--- src/rtl/seq_word_serializer_if.sv ---
// Handshake/serial bus for seq_word_serializer: parallel word in, bit stream out.
interface seq_word_serializer_if #(
    parameter int unsigned WIDTH = 8
);
    logic [WIDTH-1:0] data_in;
    logic             data_valid;
    logic             data_ready;
    logic             dout;
    logic             dout_valid;
    logic             word_done;
    logic             busy;

    modport master (
        output data_in, data_valid,
        input  data_ready, dout, dout_valid, word_done, busy
    );

    modport slave (
        input  data_in, data_valid,
        output data_ready, dout, dout_valid, word_done, busy
    );
endinterface

--- src/rtl/seq_word_serializer.sv ---
// Parallel-to-serial front end with a one-word holding buffer for gapless streaming.
// Define SER_PARITY_EN to append an even-parity bit after every word.
module seq_word_serializer #(
    parameter int unsigned WIDTH     = 8,
    parameter bit          MSB_FIRST = 1'b1,
    parameter bit          IDLE_BIT  = 1'b0
) (
    input  logic                 clk,
    input  logic                 rst,
    seq_word_serializer_if.slave bus
);
`ifdef SER_PARITY_EN
    localparam int unsigned LAST = WIDTH;
`else
    localparam int unsigned LAST = WIDTH - 1;
`endif
    localparam int unsigned   CW      = $clog2(LAST + 1);
    localparam logic [CW-1:0] LastCnt = CW'(LAST);

    typedef enum logic {StIdle, StShift} state_e;

    state_e           state_q, state_d;
    logic [WIDTH-1:0] shreg_q, shreg_d;
    logic [WIDTH-1:0] hold_q, hold_d;
    logic [CW-1:0]    bitcnt_q, bitcnt_d;
    logic             hold_full_q, hold_full_d;
    logic             accept;
    logic             last_bit;
`ifdef SER_PARITY_EN
    logic             par_q, par_d;
`endif

    assign accept   = bus.data_valid && !hold_full_q;
    assign last_bit = (state_q == StShift) && (bitcnt_q == LastCnt);

    always_comb begin
        state_d     = state_q;
        shreg_d     = shreg_q;
        hold_d      = hold_q;
        bitcnt_d    = bitcnt_q;
        hold_full_d = hold_full_q;
`ifdef SER_PARITY_EN
        par_d       = par_q;
`endif
        unique case (state_q)
            StIdle: begin
                if (accept) begin
                    shreg_d  = bus.data_in;
                    bitcnt_d = '0;
                    state_d  = StShift;
`ifdef SER_PARITY_EN
                    par_d    = ^bus.data_in;
`endif
                end
            end
            StShift: begin
                if (last_bit) begin
                    // hold_full blocks accept, so the two reload sources never collide
                    bitcnt_d = '0;
                    if (hold_full_q) begin
                        shreg_d     = hold_q;
                        hold_full_d = 1'b0;
`ifdef SER_PARITY_EN
                        par_d       = ^hold_q;
`endif
                    end else if (accept) begin
                        shreg_d = bus.data_in;
`ifdef SER_PARITY_EN
                        par_d   = ^bus.data_in;
`endif
                    end else begin
                        state_d = StIdle;
                    end
                end else begin
                    shreg_d  = MSB_FIRST ? {shreg_q[WIDTH-2:0], 1'b0}
                                         : {1'b0, shreg_q[WIDTH-1:1]};
                    bitcnt_d = bitcnt_q + CW'(1);
                    if (accept) begin
                        hold_d      = bus.data_in;
                        hold_full_d = 1'b1;
                    end
                end
            end
            default: state_d = StIdle;
        endcase
    end

    always_comb begin
        bus.data_ready = !hold_full_q;
        bus.busy       = (state_q == StShift) || hold_full_q;
        bus.dout_valid = (state_q == StShift);
        bus.word_done  = last_bit;
        bus.dout       = IDLE_BIT;
        if (state_q == StShift) begin
            bus.dout = MSB_FIRST ? shreg_q[WIDTH-1] : shreg_q[0];
`ifdef SER_PARITY_EN
            if (bitcnt_q == LastCnt) begin
                bus.dout = par_q;
            end
`endif
        end
    end

    always_ff @(posedge clk) begin
        if (rst) begin
            state_q     <= StIdle;
            shreg_q     <= '0;
            hold_q      <= '0;
            bitcnt_q    <= '0;
            hold_full_q <= 1'b0;
`ifdef SER_PARITY_EN
            par_q       <= 1'b0;
`endif
        end else begin
            state_q     <= state_d;
            shreg_q     <= shreg_d;
            hold_q      <= hold_d;
            bitcnt_q    <= bitcnt_d;
            hold_full_q <= hold_full_d;
`ifdef SER_PARITY_EN
            par_q       <= par_d;
`endif
        end
    end
endmodule

--- src/flat_wrapper.sv ---
// flat-port wrapper written by rule: the top's interface ports become plain ports
module seq_word_serializer_flat 
#(
    parameter int unsigned WIDTH     = 8,
    parameter bit          MSB_FIRST = 1'b1,
    parameter bit          IDLE_BIT  = 1'b0
)
  (clk, rst, bus_data_in, bus_data_valid, bus_data_ready, bus_dout, bus_dout_valid, bus_word_done, bus_busy);
  seq_word_serializer_if #(.WIDTH(WIDTH)) bus_i ();
  input  logic clk;
  input  logic rst;
  input wire logic [$bits(bus_i.data_in)-1:0] bus_data_in;
  input wire logic [$bits(bus_i.data_valid)-1:0] bus_data_valid;
  output wire logic [$bits(bus_i.data_ready)-1:0] bus_data_ready;
  output wire logic [$bits(bus_i.dout)-1:0] bus_dout;
  output wire logic [$bits(bus_i.dout_valid)-1:0] bus_dout_valid;
  output wire logic [$bits(bus_i.word_done)-1:0] bus_word_done;
  output wire logic [$bits(bus_i.busy)-1:0] bus_busy;
  assign bus_i.data_in = bus_data_in;
  assign bus_i.data_valid = bus_data_valid;
  assign bus_data_ready = bus_i.data_ready;
  assign bus_dout = bus_i.dout;
  assign bus_dout_valid = bus_i.dout_valid;
  assign bus_word_done = bus_i.word_done;
  assign bus_busy = bus_i.busy;
  seq_word_serializer #(.WIDTH(WIDTH), .MSB_FIRST(MSB_FIRST), .IDLE_BIT(IDLE_BIT)) u_core (.clk(clk), .rst(rst), .bus(bus_i));
endmodule
--- config.mk ---
export PLATFORM = sky130hd
export DESIGN_NAME = seq_word_serializer_flat
export DESIGN_NICKNAME = d
export VERILOG_FILES = /design/src/rtl/seq_word_serializer_if.sv /design/src/rtl/seq_word_serializer.sv /design/src/flat_wrapper.sv
export SDC_FILE = /design/constraint.sdc
export NUM_CORES = 1
export LEC_CHECK = 0
export ABC_AREA = 0
export CORE_UTILIZATION = 42
export CTS_BUF_LIST = sky130_fd_sc_hd__clkbuf_8 sky130_fd_sc_hd__clkbuf_16
export DETAILED_ROUTE_END_ITERATION = 8
export PLACE_DENSITY_LB_ADDON = 0.3
export SYNTH_ARGS = -nofsm -noshare
export SYNTH_HDL_FRONTEND = slang
export SYNTH_SLANG_ARGS = --single-unit
export TNS_END_PERCENT = 10
--- constraint.sdc ---
create_clock -name clk -period 3.4 [get_ports clk]
set_input_delay 0.34 -clock clk [delete_from_list [all_inputs] [get_ports clk]]
set_output_delay 0.34 -clock clk [all_outputs]
set_load 0.02 [all_outputs]
==> results.md, run 1 <==
- Status: complete, no violations
- Gr usage total: 16.4%
- Starting Density: 46.4%
- Synth Register Bits: 21
- Final TNS setup: 0 ps
- Hold-fix buffers, CTS: 0
- Int Power: 0.378 mW
- Top-area cell type share of the netlist area: between 40% and 50%
- Clock power frac: a little under a third
- Seq/Total Area, Yosys: between 40% and 50%
- Synth Cell Area: 948 um^2
- Synthesized area per cell: around 9.4 um^2
- Tmin final: ~2300 ps
- Commonest non-fill, non-tap cells in the layout: dfxtp_1, mux2i_1, clkdlybuf4s50_1, a21oi_1, nor2_1
- Commonest non-fill, non-tap cell in the layout: dfxtp_1
- Max-slew violations: 0
- Peak Freq: 427 MHz
- Setup ws final: 1060 ps
- Synth Warn #: 0
- Flop pwr share: 54.1%
- Pwr Total: 0.501 mW
- I/O pin total: 16
- Htree depth: 1
- PD cells: 442 nW/um^2
- Psw: ~0.12 mW
- HPWL Detailed: 1190 um
- Final Skew: 1.26 ps
- Dpl ws: about 1300 ps
- Chip height: just under 50 um
- GRT Max-Usage Layer: met2
- Post-synth top area cell: dfxtp_1
- Hold WS: 480 ps
- CTS tree: built
- Post-route DRC: 0
- Placeable Area: 2040 um^2
- Critical Setup Path Class: reg2out
- Final hold violations: 0
- Setup Buffers After CTS: 0
- Final setup fails: 0
- Die Area: 2450 um^2
- Worst Path Arrival: approximately 2000 ps
- Routed WL: 1770 um
- Endpoint type of the worst setup path: primary output
- Met3 Use GR: just over 3%
- CP Launch Type: register
- Vias in the first global route: around 670
- CP max FO: 12
- RSZ-0062 raised after global routing: no
- Clock-pin slew on the worst setup and hold paths: 70 ps
- Die X: 49.5 um
- Non-filler instance count after layout: 140
- Num CTS Buffers: 3
- WL per Instance: 12.6 um
- M1 GR Usage: 22.3%
- DRT Pass-1 Iters: 4
- Slack of the worst reg-to-reg path: between 1500 and 2000 ps
- DP Area: 1090 um^2
- Initial antenna violation count: 0
- Via count: 748
- Row cnt: 16
- Starting DRC count in detailed routing: 20
- ANT cells: 0
- Worst slew pin tran: about 660 ps
- Synthesized Nets: 114
- Fin area: 1130 um^2
- CTS Sinks: 21
- Routed Antenna Nets: 0
- Period utilisation layout: 68.8%
- Maximum clock path buffer count: 2
- RePlAce Congestion: a little over 0.8
- Util after Layout: 55.5%
- FILL cells: 206
- # nets final: about 130
- Via/cell ratio: 5.34
- Logic pwr share: 14.2%
- Largest net degree at the start of global routing: 17
- First-pass GRT wire length: 3020 um
- Share of cells above drive strength 1: 6.19%
- Hold WC Path Type: reg2reg
- Synth top area cells: dfxtp_1, mux2i_1, a21oi_1
- Sw frac: between 20 and 25%
- Unique cell type count in the Yosys netlist: 24
- Worst endpoint required time: 3060 ps
- GRT Residual Overflow: 0
- Placed Cells: 136
- Post-cts sizing count: 0
- Synthesis-to-layout area growth: 19.5%
- Root Buffer: clkbuf_8
- Clock latency on the worst-skew pair: about 260 ps
- Max-Cap Viols: 0
- Slew HR: 56.1%
- Synthesized instance count: 101
- I/O Buffers: 15
- Static Leak: 0.465 nW
- Peak VDD IR: 0.000275 V
- Met2 GRT Util: 23.0%
Yosys cell counts:
cell type / instances
and3_2: 2
inv_1: 2
nand2_1: 2
buf_6: 2
o22ai_1: 8
and4bb_2: 1
and2_1: 2
a21oi_1: 11
mux2i_1: 16
nor3b_1: 1
and3_1: 5
ha_1: 2
a31oi_1: 1
nor3_1: 1
buf_2: 1
nand3_1: 5
clkbuf_1: 2
inv_2: 1
dfxtp_1: 21
nand2b_1: 3
nor2_1: 9
buf_1: 1
a21o_1: 1
clkbuf_2: 1
registers in the layout, indices dropped and copies added, names as in the netlist:
register / cells
u_core.hold_full_q: 1
u_core.bus.dout_valid: 1
u_core.hold_q: 8
u_core.shreg_q: 8
u_core.bitcnt_q: 3
routing by layer:
metal | part of all wire [%] | vias to the layer above
met1 | 52 | 333
met2 | 39 | 25
met5 | 0 | -
li1 | - | 385
met3 | 6.3 | 5
met4 | 2.6 | 0
cell families (layout without fill, tap and decap cells):
| logic type | count (synthesis) | count (layout) | share of synthesized area [%] |
|---|---|---|---|
| adder cells (fa/ha/maj) | 2 | 2 | 2.64 |
| buffers and inverters | 10 | 22 | 5.80 |
| flip-flops | 21 | 21 | 44.3 |
| AO/OA/AOI/OAI | 21 | 21 | 12.5 |
| AND/OR/NAND/NOR | 31 | 31 | 17.8 |
| multiplexers | 16 | 16 | 16.9 |
worst paths after layout:
path	startpoint	to	cells past startpoint
worst max register to register	u_core.bitcnt_q[0]	u_core.hold_q[0]	5
worst min register to register	u_core.bitcnt_q[1]	u_core.bitcnt_q[1]	2
worst max-delay path	u_core.bitcnt_q[0]	bus_word_done	4
worst min-delay path	u_core.bitcnt_q[1]	u_core.bitcnt_q[1]	2
critical path: stages, from the launching register on:
cell	delay [ps]
dfxtp_1	360
ha_1	150
ha_1	370
and2_1	230
clkdlybuf4s50_1	620
power groups by stage:
stage | registers (mW) | clock network (mW) | logic [mW]
2_1_floorplan | 0.272 | 0 | 0.0511
6_report | 0.271 | 0.159 | 0.0712
5_1_grt | 0.273 | 0.173 | 0.0783
3_3_place_gp | 0.276 | 0 | 0.0706
4_1_cts | 0.271 | 0.164 | 0.0718
3_5_place_dp | 0.277 | 0 | 0.0717
final cells by class:
| type | instances | area, um^2 | area share (%) |
|---|---|---|---|
| repair buffers | 15 | 150 | 13.2 |
| flip-flops and latches | 21 | 420 | 37.1 |
| clock inverters | 1 | 3.75 | 0.331 |
| clock buffers | 3 | 41.3 | 3.64 |
| inverters | 3 | 11.3 | 0.993 |
| well taps | 27 | 33.8 | 2.98 |
| multi-input cells | 70 | 473 | 41.7 |
No activity file was read; power rests on OpenSTA's default activity.
==> run 2, diff against run 1 <==
clock period = 2.1 ns   (was 3.4 ns; I/O delays follow)
==> results.md, run 2 (synthesis gave the netlist of run 1 again) <==
- Hold WC Path Type: reg2reg (unchanged)
- I/O pin total: 16 (unchanged)
- Clock-pin slew on the worst setup and hold paths: 80 ps (was 70 ps)
- Largest regs: u_core.hold_q: 8 flops, u_core.shreg_q: 8 flops, u_core.bitcnt_q: 3 flops (unchanged)
- Via/cell ratio: 5.49 (was 5.34)
- Synthesis-to-layout area growth: 21.6% (was 19.5%)
- HPWL Detailed: 1370 um (was 1190 um)
- Placeable Area: 2040 um^2 (unchanged)
- Final hold violations: 0 (unchanged)
- Status: complete, no violations (unchanged)
- Tmin final: roughly 1800 ps
- CP max FO: 12 (unchanged)
- GRT Residual Overflow: 0 (unchanged)
- Slew HR: 56.3% (was 56.1%)
- Starting DRC count in detailed routing: 14 (was 20)
- Initial antenna violation count: 0 (unchanged)
- Die Area: 2450 um^2 (unchanged)
- Peak VDD IR: 0.000403 V (was 0.000275 V)
- Share of cells above drive strength 1: 8.70% (was 6.19%)
- # nets final: 129 (was 127)
- Worst slew pin tran: 656 ps (was 658 ps)
- Period utilisation layout: 86.4%
- First-pass GRT wire length: 3410 um (was 3020 um)
- CP Launch Type: register (unchanged)
- Starting Density: 46.4% (unchanged)
- Routed WL: 1970 um (was 1770 um)
- Max-Cap Viols: 0 (unchanged)
- Reg2reg end: u_core.shreg_q[6] (was u_core.hold_q[0])
- R2R depth: 3 (was 5)
- ANT cells: 0 (unchanged)
- Htree depth: 1 (unchanged)
- Hold-critical path depth: 2 (unchanged)
- Clock latency on the worst-skew pair: 250 ps (was 260 ps)
- Endpoint type of the worst setup path: primary output (unchanged)
- Final Skew: 1.27 ps (was 1.26 ps)
- DRT Pass-1 Iters: 4 (unchanged)
- Max-slew violations: 0 (unchanged)
- WL per Instance: 13.9 um (was 12.6 um)
- Final TNS setup: 0 ps (unchanged)
- Vias in the first global route: 756 (was 673)
- Peak Freq: 551 MHz
- CTS Sinks: 21 (unchanged)
- Sink of the worst hold path: u_core.bitcnt_q[2] (was u_core.bitcnt_q[1])
- CTS tree: built (unchanged)
- RePlAce Congestion: 0.775 (was 0.805)
- I/O Buffers: 15 (unchanged)
- Num CTS Buffers: 3 (unchanged)
- Gr usage total: 18.2% (was 16.4%)
- Die X: 49.5 um (unchanged)
- Hold WS: 485 ps (was 480 ps)
- Largest net degree at the start of global routing: 14 (was 17)
- Commonest non-fill, non-tap cell in the layout: dfxtp_1 (unchanged)
- Worst Path Arrival: 1600 ps (was 2000 ps)
- Non-filler instance count after layout: 142 (was 140)
- RSZ-0062 raised after global routing: no (unchanged)
- Hold path startpoint: u_core.bitcnt_q[2] (was u_core.bitcnt_q[1])
- Maximum clock path buffer count: 2 (unchanged)
- Routed Antenna Nets: 0 (unchanged)
- Static Leak: 0.491 nW (was 0.465 nW)
- Final setup fails: 0 (unchanged)
- Critical R2R Launch: u_core.hold_full_q (was u_core.bitcnt_q[0])
- Commonest non-fill, non-tap cells in the layout: dfxtp_1, mux2i_1, clkdlybuf4s50_1, a21oi_1, nor2_1 (unchanged)
- Row cnt: 16 (unchanged)
- Slack of the worst reg-to-reg path: 400 ps (was 1590 ps)
- Post-route DRC: 0 (unchanged)
- Via count: 780 (was 748)
- Worst endpoint required time: 1890 ps (was 3060 ps)
- PD cells: 705 nW/um^2 (was 442 nW/um^2)
- Root Buffer: clkbuf_8 (unchanged)
- Chip height: 49.5 um (unchanged)
- Placed Cells: 138 (was 136)
- Critical Setup Path Class: reg2out (unchanged)
-- run 2: where the power goes --
group          internal, mW  switching (mW)
logic                0.0621          0.0559
clock network         0.130           0.126
registers             0.421          0.0187
total                 0.613           0.200
-- run 2: how the worst max path moves through the flow --
stage,startpoint,end,cells after the start
6_report,u_core.bus.dout_valid,bus_busy,3
3_3_place_gp,u_core.bitcnt_q[0],bus_word_done,4
3_5_place_dp,u_core.bitcnt_q[0],bus_word_done,4
2_1_floorplan,u_core.bitcnt_q[0],u_core.hold_q[0],6
5_1_grt,u_core.bus.dout_valid,bus_busy,3
4_1_cts,u_core.bitcnt_q[0],bus_word_done,4
-- run 2: metal layers --
| metal | track usage, % | routed length, um | up-vias |
|---|---|---|---|
| li1 | - | - | 390 |
| met1 | 22.3 | 963 | 374 |
| met2 | 31.1 | 941 | 14 |
| met3 | 3.40 | 53 | 2 |
| met4 | 7.14 | 13 | 0 |
| met5 | 0 | 0 | - |
-- run 2: area by class of cell --
class | count | area, um^2
inverters | 3 | 11.3
flip-flops and latches | 21 | 420
multi-input cells | 70 | 475
clock buffers | 3 | 41.3
repair buffers | 17 | 168
fillers | 204 | 888
clock inverters | 1 | 3.75
well taps | 27 | 33.8
-- run 2: per-stage QoR --
| step | total power, mW | cell area [um^2] | utilization (%) | worst slack, ps |
|---|---|---|---|---|
| after global routing | 0.850 | 1150 | 56.5 | 173 |
| after CTS | 0.816 | 1150 | 56.3 | 40.7 |
| after detailed placement | 0.567 | 1100 | 54.0 | 332 |
| after global placement | 0.563 | 1100 | 54.0 | 370 |
| after floorplan | 0.523 | 948 | - | 647 |
| final | 0.813 | 1150 | 56.5 | 285 |
-- run 2: critical path, stage by stage, from the launching register on --
cell and delay (ps):
dfxtp_1 530, inv_1 150, nand2_1 90, clkdlybuf4s50_1 590
-- run 2: timing repair --
action / CTS / global route
setup endpoints to repair: 0 / 1
buffers inserted: 0 / 0
gates resized for setup: 0 / 2
hold buffers: 0 / 0
endpoints found under the hold margin: 0 / 0
==> run 3, diff against run 2 <==
GPL_TIMING_DRIVEN = 0   (was unset)
==> results.md, run 3 (synthesis gave the netlist of run 1 again) <==
- Status: complete, no violations (unchanged)
- Maximum clock path buffer count: 2 (unchanged)
- Hold path startpoint: rst (was u_core.bitcnt_q[2])
- Worst setup path start: u_core.bitcnt_q[0] (was u_core.bus.dout_valid)
- Commonest non-fill, non-tap cell in the layout: dfxtp_1 (unchanged)
- Endpoint type of the worst setup path: primary output (unchanged)
- PD cells: 698 nW/um^2 (was 705 nW/um^2)
- Pwr Total: 0.814 mW (was 0.813 mW)
- CTS tree: built (unchanged)
- Most Frequent Cell on Critical Path: ha_1
- Clock latency on the worst-skew pair: 250 ps (about the same)
- Critical R2R Launch: u_core.bitcnt_q[0] (was u_core.hold_full_q)
- DRT Pass-1 Iters: 4 (unchanged)
- I/O Buffers: 14 (was 15)
- Initial antenna violation count: 0 (unchanged)
- First-pass GRT wire length: 3340 um (was 3410 um)
- ANT cells: 0 (unchanged)
- Peak Freq: 517 MHz (was 551 MHz)
- Placeable Area: 2040 um^2 (unchanged)
- Max-Cap Viols: 0 (unchanged)
- Gr usage total: 17.3% (was 18.2%)
- GRT Residual Overflow: 0 (unchanged)
- Starting Density: 46.4% (unchanged)
- Final setup fails: 0 (unchanged)
- Setup Buffers After CTS: 0 (unchanged)
- Vias in the first global route: 790 (was 756)
- Root Buffer: clkbuf_8 (unchanged)
- CTS Sinks: 21 (unchanged)
- Static Leak: 0.491 nW (about the same)
- Commonest non-fill, non-tap cells in the layout: dfxtp_1, mux2i_1, clkdlybuf4s50_1, a21oi_1, nor2_1 (unchanged)
- Largest net degree at the start of global routing: 12 (was 14)
- Row cnt: 16 (unchanged)
- Final TNS setup: 0 ps (unchanged)
- Die Area: 2450 um^2 (unchanged)
- WL per Instance: 12.7 um (was 13.9 um)
- # nets final: 133 (was 129)
- CP Launch Type: register (unchanged)
- Tmin final: 1940 ps (was 1810 ps)
- Post-route DRC: 0 (unchanged)
- RePlAce Congestion: 0.764 (was 0.775)
- Routed Antenna Nets: 0 (unchanged)
- Routed WL: 1850 um (was 1970 um)
- Critical Path Max Stage Delay: 330 ps (was 590 ps)
- Via/cell ratio: 5.37 (was 5.49)
- Crit path cell chain: ha_1 > ha_1 > clkbuf_2 > and2_1 > dlygate4sd2_1 (was inv_1 > nand2_1 > clkdlybuf4s50_1)
- CP max-delay cell: dfxtp_1 (was clkdlybuf4s50_1)
- Slew HR: 67.5% (was 56.3%)
- Final hold violations: 0 (unchanged)
- Num CTS Buffers: 3 (unchanged)
- Starting DRC count in detailed routing: 10 (was 14)
- Hold WC Path Type: in2reg (was reg2reg)
- Die X: 49.5 um (unchanged)
- RSZ-0062 raised after global routing: no (unchanged)
- Crit path max-delay family: buffers and inverters (unchanged)
- Setup ws final: 165 ps (was 285 ps)
- Via count: 784 (was 780)
- Critical Setup Path Class: reg2out (unchanged)
- FILL cells: 221 (was 204)
- Max-slew violations: 0 (unchanged)
- Worst slew pin tran: 487 ps (was 656 ps)
- Worst Path Arrival: 1730 ps (was 1600 ps)
- Final Skew: 4.47 ps (was 1.27 ps)
- Worst endpoint required time: 1890 ps (about the same)
- Peak VDD IR: 0.000534 V (was 0.000403 V)
- Chip height: 49.5 um (unchanged)
- Clock-pin slew on the worst setup and hold paths: 70 ps (was 80 ps)
- HPWL Detailed: 1300 um (was 1370 um)
- Htree depth: 1 (unchanged)
- Dpl ws: 172 ps (was 332 ps)
- I/O pin total: 16 (unchanged)
- Period utilisation layout: 92.2% (was 86.4%)
- Synthesis-to-layout area growth: 23.0% (was 21.6%)
- Worst Path Buf+Inv: 2 (unchanged)
- CP max FO: 10 (was 12)
- Largest regs: u_core.hold_q: 8 flops, u_core.shreg_q: 8 flops, u_core.bitcnt_q: 3 flops (unchanged)
- Share of cells above drive strength 1: 9.24% (was 8.70%)
==> run 3: worst paths after layout <==
check                          end  slack [ps]  cells after the start
min          u_core.bus.dout_valid         290                      2
min reg2reg     u_core.bitcnt_q[2]         480                      2
max reg2reg       u_core.hold_q[5]         530                      6
max                  bus_word_done         160                      5
==> run 3: report_power, final <==
part | internal (mW) | total (mW) | leakage (nW) | switching (mW)
sequential | 0.421 | 0.432 | 0.172 | 0.0114
combinational | 0.0661 | 0.129 | 0.293 | 0.0631
clock | 0.130 | 0.253 | 0.0269 | 0.123
==> run 3: metal layers <==
metal	up-vias	GRT usage, %	routed length, um
met2	13	32.2	891
met1	370	20.2	892
li1	397	-	-
met3	4	2.78	51
met4	0	4.29	14
met5	-	0	0
==> run 3: area by class of cell <==
class	instances	area, um^2	area share, %
multi-input combinational	70	473	40.6
sequential	21	420	36.1
timing repair buffer	14	139	11.9
buffer	7	43.8	3.76
clock buffer	3	41.3	3.54
tap	27	33.8	2.90
inverter	3	11.3	0.966
clock inverter	1	3.75	0.322
==> run 3: repair_timing <==
item                                   CTS  global route
setup endpoints to repair                1             0
hold buffers                             0             0
resized for setup                        1             0
endpoints found under the hold margin    0             0
==> run 3: through the flow <==
stage	hold WS, ps	std cells	util [%]	instance area, um^2
floorplan	357	101	-	948
global placement	461	142	55.0	1120
detailed placement	474	142	55.0	1120
CTS	284	146	57.1	1170
global route	317	146	57.1	1170
finish	292	146	57.1	1170
==> run 3: worst register-to-register path, stage by stage (launching register included) <==
cell and delay [ps]:
dfxtp_1 330, ha_1 200, ha_1 200, and4bb_2 300
buf_6 160, mux2i_1 210, nor2_1 50
